`src/rtl/lemming_param.sv`:
```
//------------------------------------------------------------------------------
// lemming_param : Moore FSM for a walking/digging/falling lemming with fall
//                 length tracking; optional respawn via LEMMING_RESPAWN_EN.
// Rev 1.0
//------------------------------------------------------------------------------
`default_nettype none

module lemming_param #(
   parameter int FALL_LIMIT     = 20,
   parameter int RESPAWN_CYCLES = 8,
   localparam int CW            = $clog2(FALL_LIMIT + 2)
) (
   input  logic          clk,
   input  logic          areset,
   input  logic          bump_left,
   input  logic          bump_right,
   input  logic          ground,
   input  logic          dig,
   output logic          walk_left,
   output logic          walk_right,
   output logic          aaah,
   output logic          digging,
   output logic          splat,
   output logic [CW-1:0] fall_cnt
);

   localparam logic [CW-1:0] C_CNT_LIMIT = CW'(FALL_LIMIT);
   localparam logic [CW-1:0] C_CNT_SAT   = CW'(FALL_LIMIT + 1);

   if (FALL_LIMIT < 1 || FALL_LIMIT > 1023 || RESPAWN_CYCLES < 1 || RESPAWN_CYCLES > 255)
   begin : g_bad_param
      $error("lemming_param: parameter out of range");
   end

   typedef enum logic [2:0] {
      WALK_L = 3'd0,
      WALK_R = 3'd1,
      FALL_L = 3'd2,
      FALL_R = 3'd3,
      DIG_L  = 3'd4,
      DIG_R  = 3'd5,
      SPLAT  = 3'd6
   } state_t;

   state_t        r_state;
   state_t        w_next;
   logic [CW-1:0] r_fall_cnt;
   logic [CW-1:0] w_next_cnt;
   logic          w_in_fall;
   logic          w_next_fall;
   logic          w_respawn;

   logic r_walk_left, r_walk_right, r_aaah, r_digging, r_splat;

`ifdef LEMMING_RESPAWN_EN
   logic [7:0] r_respawn_cnt;

   // Held at zero outside SPLAT, so each SPLAT visit starts counting from 0.
   always_ff @(posedge clk) begin
      if (areset || r_state != SPLAT) begin
         r_respawn_cnt <= 8'd0;
      end else begin
         r_respawn_cnt <= r_respawn_cnt + 8'd1;
      end
   end

   assign w_respawn = (r_respawn_cnt == 8'(RESPAWN_CYCLES - 1));
`else
   assign w_respawn = 1'b0;
`endif

   always_comb begin
      w_next = r_state;
      case (r_state)
         WALK_L: begin
            if (!ground)       w_next = FALL_L;
            else if (dig)      w_next = DIG_L;
            else if (bump_left) w_next = WALK_R;
         end
         WALK_R: begin
            if (!ground)        w_next = FALL_R;
            else if (dig)       w_next = DIG_R;
            else if (bump_right) w_next = WALK_L;
         end
         DIG_L:  if (!ground) w_next = FALL_L;
         DIG_R:  if (!ground) w_next = FALL_R;
         FALL_L: if (ground) w_next = (r_fall_cnt > C_CNT_LIMIT) ? SPLAT : WALK_L;
         FALL_R: if (ground) w_next = (r_fall_cnt > C_CNT_LIMIT) ? SPLAT : WALK_R;
         SPLAT:  if (w_respawn) w_next = WALK_L;
         default: w_next = WALK_L;
      endcase
   end

   assign w_in_fall   = (r_state == FALL_L) || (r_state == FALL_R);
   assign w_next_fall = (w_next == FALL_L) || (w_next == FALL_R);

   // Count loads 1 on entry, saturates one past the limit so SPLAT stays decidable.
   always_comb begin
      w_next_cnt = '0;
      if (w_next_fall) begin
         if (!w_in_fall)                    w_next_cnt = CW'(1);
         else if (r_fall_cnt == C_CNT_SAT) w_next_cnt = C_CNT_SAT;
         else                               w_next_cnt = r_fall_cnt + CW'(1);
      end
   end

   always_ff @(posedge clk) begin
      if (areset) begin
         r_state      <= WALK_L;
         r_fall_cnt   <= '0;
         r_walk_left  <= 1'b1;
         r_walk_right <= 1'b0;
         r_aaah       <= 1'b0;
         r_digging    <= 1'b0;
         r_splat      <= 1'b0;
      end else begin
         r_state      <= w_next;
         r_fall_cnt   <= w_next_cnt;
         r_walk_left  <= (w_next == WALK_L);
         r_walk_right <= (w_next == WALK_R);
         r_aaah       <= w_next_fall;
         r_digging    <= (w_next == DIG_L) || (w_next == DIG_R);
         r_splat      <= (w_next == SPLAT);
      end
   end

   assign walk_left  = r_walk_left;
   assign walk_right = r_walk_right;
   assign aaah       = r_aaah;
   assign digging    = r_digging;
   assign splat      = r_splat;
   assign fall_cnt   = r_fall_cnt;

endmodule

`default_nettype wire

```
`config.mk`:
```
export PLATFORM = sky130hd
export DESIGN_NAME = lemming_param
export DESIGN_NICKNAME = d
export VERILOG_FILES = /design/src/rtl/lemming_param.sv
export SDC_FILE = /design/constraint.sdc
export NUM_CORES = 1
export LEC_CHECK = 0
export BUFFER_PORTS_ARGS = -buffer_cell sky130_fd_sc_hd__buf_2
export CORE_AREA = 2 2 40 42
export DETAILED_ROUTE_END_ITERATION = 16
export DIE_AREA = 0 0 42 44
export MAX_ROUTING_LAYER = met4
export PLACE_DENSITY = 0.66
export SLEW_MARGIN = 25
export SYNTH_ARGS = -nofsm -noshare
export SYNTH_HDL_FRONTEND = slang
export SYNTH_SLANG_ARGS = --single-unit
```
`constraint.sdc`:
```
create_clock -name clk -period 1.65 [get_ports clk]
set_input_delay 0.2475 -clock clk [delete_from_list [all_inputs] [get_ports clk]]
set_output_delay 0.2475 -clock clk [all_outputs]
set_load 0.03 [all_outputs]
```
==> results of run 1 <==
==> per-layer routing <==
| metal | routed length [µm] | up-vias | global-route usage |
|---|---|---|---|
| met2 | 518 | 13 | 0.200 |
| li1 | - | 257 | - |
| met5 | 0 | - | - |
| met1 | 552 | 232 | 0.181 |
| met4 | 17 | 0 | 0.0774 |
| met3 | 63 | 2 | 0.0375 |
==> logic make-up (layout without fill, tap and decap cells) <==
logic type | count (synthesis) | in the layout | share of synthesized area
simple gates | 23 | 23 | 0.233
flops | 13 | 13 | 0.444
compound gates | 12 | 12 | 0.182
buf+inv | 5 | 24 | 0.0321
fa+ha+maj | 3 | 3 | 0.0641
xor+xnor | 3 | 3 | 0.0449
==> layout make-up <==
type                    instances  area [µm²]  share of cell area
clock buffers                   4        26.3              0.0357
well taps                      16        20.0              0.0272
flip-flops and latches         13         263               0.357
multi-input cells              41         333               0.452
repair buffers                 15        75.1               0.102
inverters                       5        18.8              0.0255
==> worst paths after layout <==
path                    start           to  cells past startpoint
setup / recovery  fall_cnt[0]        splat                      6
hold / removal         areset   r_state[2]                      3
setup reg to reg  fall_cnt[0]        splat                      6
hold reg to reg   fall_cnt[0]  fall_cnt[0]                      1
==> worst min-delay path, cell delays in order <==
cell	delay [ns]
buf_2	0.11
a21o_1	0.12
inv_1	0.04
==> Yosys cell counts <==
| master | n | share of area |
|---|---|---|
| a21o_1 | 1 | 0.013 |
| a21oi_1 | 2 | 0.017 |
| a311oi_1 | 2 | 0.030 |
| a311oi_2 | 1 | 0.026 |
| a31o_2 | 1 | 0.015 |
| and2b_2 | 1 | 0.015 |
| and3_1 | 3 | 0.032 |
| and4b_1 | 1 | 0.017 |
| dfxtp_1 | 13 | 0.44 |
| ha_1 | 3 | 0.064 |
| inv_1 | 5 | 0.032 |
| nand2_1 | 2 | 0.013 |
| nand2b_1 | 3 | 0.032 |
| nand3_1 | 4 | 0.034 |
| nand4b_1 | 1 | 0.015 |
| nor2_1 | 3 | 0.019 |
| nor2_2 | 1 | 0.011 |
| nor2b_2 | 1 | 0.015 |
| nor3_1 | 1 | 0.0085 |
| nor4_1 | 1 | 0.011 |
| o2111ai_1 | 1 | 0.015 |
| o211a_1 | 1 | 0.017 |
| o211ai_1 | 1 | 0.013 |
| o211ai_2 | 1 | 0.021 |
| o22a_1 | 1 | 0.015 |
| or3_1 | 1 | 0.011 |
| xnor2_1 | 2 | 0.030 |
| xor2_1 | 1 | 0.015 |
==> registers in the layout, summed over array words and instances (netlist names) <==
name and cells:
aaah 1, digging 1, fall_cnt 5, r_state 3, splat 1, walk_left 1
walk_right 1
==> report_power, final <==
group	internal (W)	switching (W)	total, W	leakage [nW]
logic	0.0000313	0.0000496	0.0000808	0.215
registers	0.000326	0.0000108	0.000337	0.107
clock network	0.0000936	0.000100	0.000194	0.0150
total	0.000451	0.000161	0.000612	0.337
==> through the flow <==
stage	power, W	cells	utilization	setup slack [ns]	hold slack [ns]
final	0.000612	94	0.519	0.112	0.295
after global routing	0.000648	94	0.519	-0.00909	0.301
after CTS	0.000608	94	0.500	0.0576	0.295
after detailed placement	0.000418	90	0.481	0.0793	0.494
after global placement	0.000418	90	0.481	0.0969	0.477
after floorplan	0.000393	59	-	0.0757	0.412
==> repair_timing <==
item | in CTS | in global routing
hold buffers | 0 | 0
resized for setup | 0 | 4
setup endpoints to repair | 0 | 4
==> reports/results.ini, run 1 <==
[run_status]
status = complete, no violations

[cells_and_area]
fillers = 129
final_common_cell = buf_2
most-common-layout-cells = buf_2 (15), dfxtp_1 (11), inv_1 (5), nand3_1 (4)
drive_gt1_frac = 0.372
area_growth_pct = 25.6
diodes = 0
final_area_um2 = 736
fin_nets = 88

[placed_design]
gp_congestion = 0.702
placement.io_buffers = 15
placed_area_um2 = 683
dpl.hpwl_um = 834

[timing]
fmax_mhz = 650
fin_setup_tns_ns = 0
worst_pin_slew_ns = 0.405
fin_skew_ns = 0.00799
slew_headroom = 0.728
setup-violations-final = 0
min_period_ns = 1.54
period_share = 0.932
hold_viol_final = 0
slew_viol_final = 0

[setup_path]
cp_max_fo = 6
cp.required_ns = 1.86
cp_num_buf_inv = 1
endpoint_kind = flop
slowest_stage = dfxtp_2
critPathMaxStageDelay_ns = 0.39
worstSetupPathType = flop to flop
arrival_ns = 1.75
critPathTopFamily = simple AND/OR/NAND/NOR gates
path_cells = inv_1 > ha_1 > and2b_2 > o211ai_2 > a311oi_4 > and3_1
startpoint_type = flop
r2r_setup_slack_ns = 0.11

[route]
wl_um = 1150
wire_per_inst_um = 12.3
vias = 504
dr.pass1.iters = 4
drt-vias-per-instance = 5.36
drt_iter0_markers = 7
route.detailed.drc = 0
detail-route-antenna-nets = 0

[floorplan]
pin_count = 16
die_width_um = 42
core_um2 = 1420
dieArea_um2 = 1850
initial_utilization = 0.413
fp-row-count = 14
die_h_um = 44

[power_and_ir_drop]
power_leakage_nw = 0.337
max-vdd-ir-drop_uv = 503
cellPowerDensity_nw_per_um2 = 832

[clock_tree]
cts-buffers-inserted = 3
cts_setup_buffers = 0
cts_max_path_buffers = 2
clockRootBuffer = clkbuf_4
insertion_delay_ns = 0.27
cts_tree = yes
htreeDepth = 1
clock-sinks = 13
clk_pin_slew_ns = 0.08

[logic_synthesis]
synth_nets = 68
avgSynthCellArea_um2 = 9.92
syn_area_um2 = 586
syn_inst = 59
yosys_warnings = 0
seq_area_frac_synth = 0.444
synth_cell_types = 28
ys_ff_latch = 13

[global_route]
grt_overflow = 0
grt_pass1_wl_um = 1880
antenna_found_initial = 0
grt_pass1_vias = 423
grt_max_degree = 9
track_usage = 0.141

[run]
maxCapViolations = 0

[hold_path]
min_path_type = input port to flop

No activity file was read; power rests on OpenSTA's default activity.
==> inputs of run 2 (changes only) <==
PLACE_DENSITY = 0.72   (was 0.66)
==> run 2 against run 1 <==
Combinational power is 7.7% lower; global-route usage up 0.76 points; final cell count did not move; flip-flop and latch count did not move; total power decreased by 1.4%; die area unchanged; critical endpoint unchanged; largest cell class unchanged; largest power group unchanged.
==> reports/results.ini, run 2 (synthesis gave the netlist of run 1 again) <==
[clock_tree]
clockRootBuffer = clkbuf_4
cts_max_path_buffers = 2  ; unchanged
clock-sinks = 13  ; unchanged
cts_tree = yes
cts-buffers-inserted = 3  ; unchanged
cts_setup_buffers = 0  ; unchanged
htreeDepth = 1  ; unchanged
clk_pin_slew_ns = 0.07  ; about the same
insertion_delay_ns = 0.27  ; about the same

[route]
wl_um = 1110  ; -4.1%
route.detailed.drc = 0  ; unchanged
detail-route-antenna-nets = 0  ; unchanged
dr.pass1.iters = 2  ; -2
wire_per_inst_um = 11.8  ; -4.1%
drt_iter0_markers = 6  ; -1
drt-vias-per-instance = 5.31  ; -0.99%
vias = 499  ; -0.99%

[placed_design]
gp_congestion = 0.796  ; +13%
place_ws_ns = 0.0850  ; +0.00568 ns
dpl.hpwl_um = 834  ; about the same
placed_area_um2 = 683  ; unchanged
placement.io_buffers = 15  ; unchanged

[cells_and_area]
fillers = 135  ; +4.7%
largest_reg_flops = 5  ; unchanged
multi_input_area_um2 = 307  ; -7.9%
final_area_um2 = 712  ; -3.2%
ff_latch_area_um2 = 265  ; +0.95%
final_common_cell = buf_2
area_growth_pct = 21.6
fin_nets = 88  ; unchanged
most-common-layout-cells = buf_2 (15), dfxtp_1 (11), inv_1 (5), nand3_1 (4)
drive_gt1_frac = 0.333  ; -0.0385
diodes = 0  ; unchanged

[global_route]
grt_overflow = 0  ; unchanged
grt_pass1_wl_um = 1900  ; +1.5%
grt_pass1_vias = 447  ; +5.7%
antenna_found_initial = 0  ; unchanged
track_usage = 0.148  ; +0.00762
grt_max_degree = 9  ; unchanged

[timing]
period_share = 0.930  ; -0.00240
min_period_ns = 1.53  ; -0.00395 ns
setup_ws_ns = 0.116  ; +0.00395 ns
fin_worst_hold_slack_ns = 0.301  ; +0.00618 ns
fin_setup_tns_ns = 0  ; unchanged
worst_pin_slew_ns = 0.355  ; -0.0494 ns
slew_headroom = 0.763  ; +0.0348
setup-violations-final = 0  ; unchanged
fmax_mhz = 652  ; +0.26%
grt_setup_unrepaired = true
hold_viol_final = 0  ; unchanged
slew_viol_final = 0  ; unchanged
fin_skew_ns = 0.000597  ; -0.00740 ns

[floorplan]
die_h_um = 44  ; unchanged
die_width_um = 42  ; unchanged
core_um2 = 1420  ; unchanged
pin_count = 16  ; unchanged
fp-row-count = 14  ; unchanged
dieArea_um2 = 1850  ; unchanged
initial_utilization = 0.413  ; unchanged

[setup_path]
arrival_ns = 1.76  ; about the same
worstSetupPathType = flop to flop
cp.required_ns = 1.87  ; about the same
critPathMaxStageDelay_ns = 0.38  ; about the same
path_cells = inv_1 > ha_1 > and2b_2 > o211ai_2 > a311oi_2 > and3_1
slowest_stage = a311oi_2
startpoint_type = flop
endpoint_kind = flop
cp_max_fo = 6  ; unchanged

[power_and_ir_drop]
power_leakage_nw = 0.334  ; -0.95%
cellPowerDensity_nw_per_um2 = 848  ; +1.9%
max-vdd-ir-drop_uv = 389  ; -23%

[run_status]
status = complete, no violations

[hold_path]
min_path_type = input port to flop

[run]
maxCapViolations = 0  ; unchanged

## run 2: report_power, final
part	switching (W)	total, W	internal, W
registers	0.00000995	0.000336	0.000326
clock network	0.0000997	0.000193	0.0000937
logic	0.0000463	0.0000746	0.0000282
total	0.000156	0.000604	0.000448
## run 2: metal layers
layer,GRT usage,part of all wire,vias to the layer above
met3,0.0458,0.050,4
met2,0.197,0.44,9
li1,-,-,257
met5,-,0,-
met1,0.185,0.48,229
met4,0.116,0.034,0
## run 2: path summary, 6_finish.rpt
path         slack (ns)         from          end  cells after the start
max                0.12  fall_cnt[0]        splat                      6
min reg2reg        0.49  fall_cnt[0]  fall_cnt[0]                      1
min                0.30       areset   r_state[2]                      3
max reg2reg        0.12  fall_cnt[0]        splat                      6
## run 2: timing repair
item / CTS / global route
hold buffers: 0 / 0
endpoints found under the setup margin: 0 / 4
gates resized for setup: 0 / 1
## run 2: critical path: cells and delay by family (launching register included)
family	cells	cell delay [ns]
compound gates	2	0.46
buf+inv	1	0.04
flops	1	0.37
fa+ha+maj	1	0.17
simple gates	2	0.43
## run 2: per-stage QoR
step	utilization	instances	power, W
3_3_place_gp	0.481	90	0.000418
5_1_grt	0.502	94	0.000636
4_1_cts	0.500	94	0.000614
6_report	0.502	94	0.000604
3_5_place_dp	0.481	90	0.000418
2_1_floorplan	-	59	0.000393
## run 2: final cells by class
type                       instances  area share
timing repair buffer              15       0.105
clock buffer                       4      0.0369
multi-input combinational         41       0.431
tap                               16      0.0281
sequential                        13       0.373
inverter                           5      0.0264
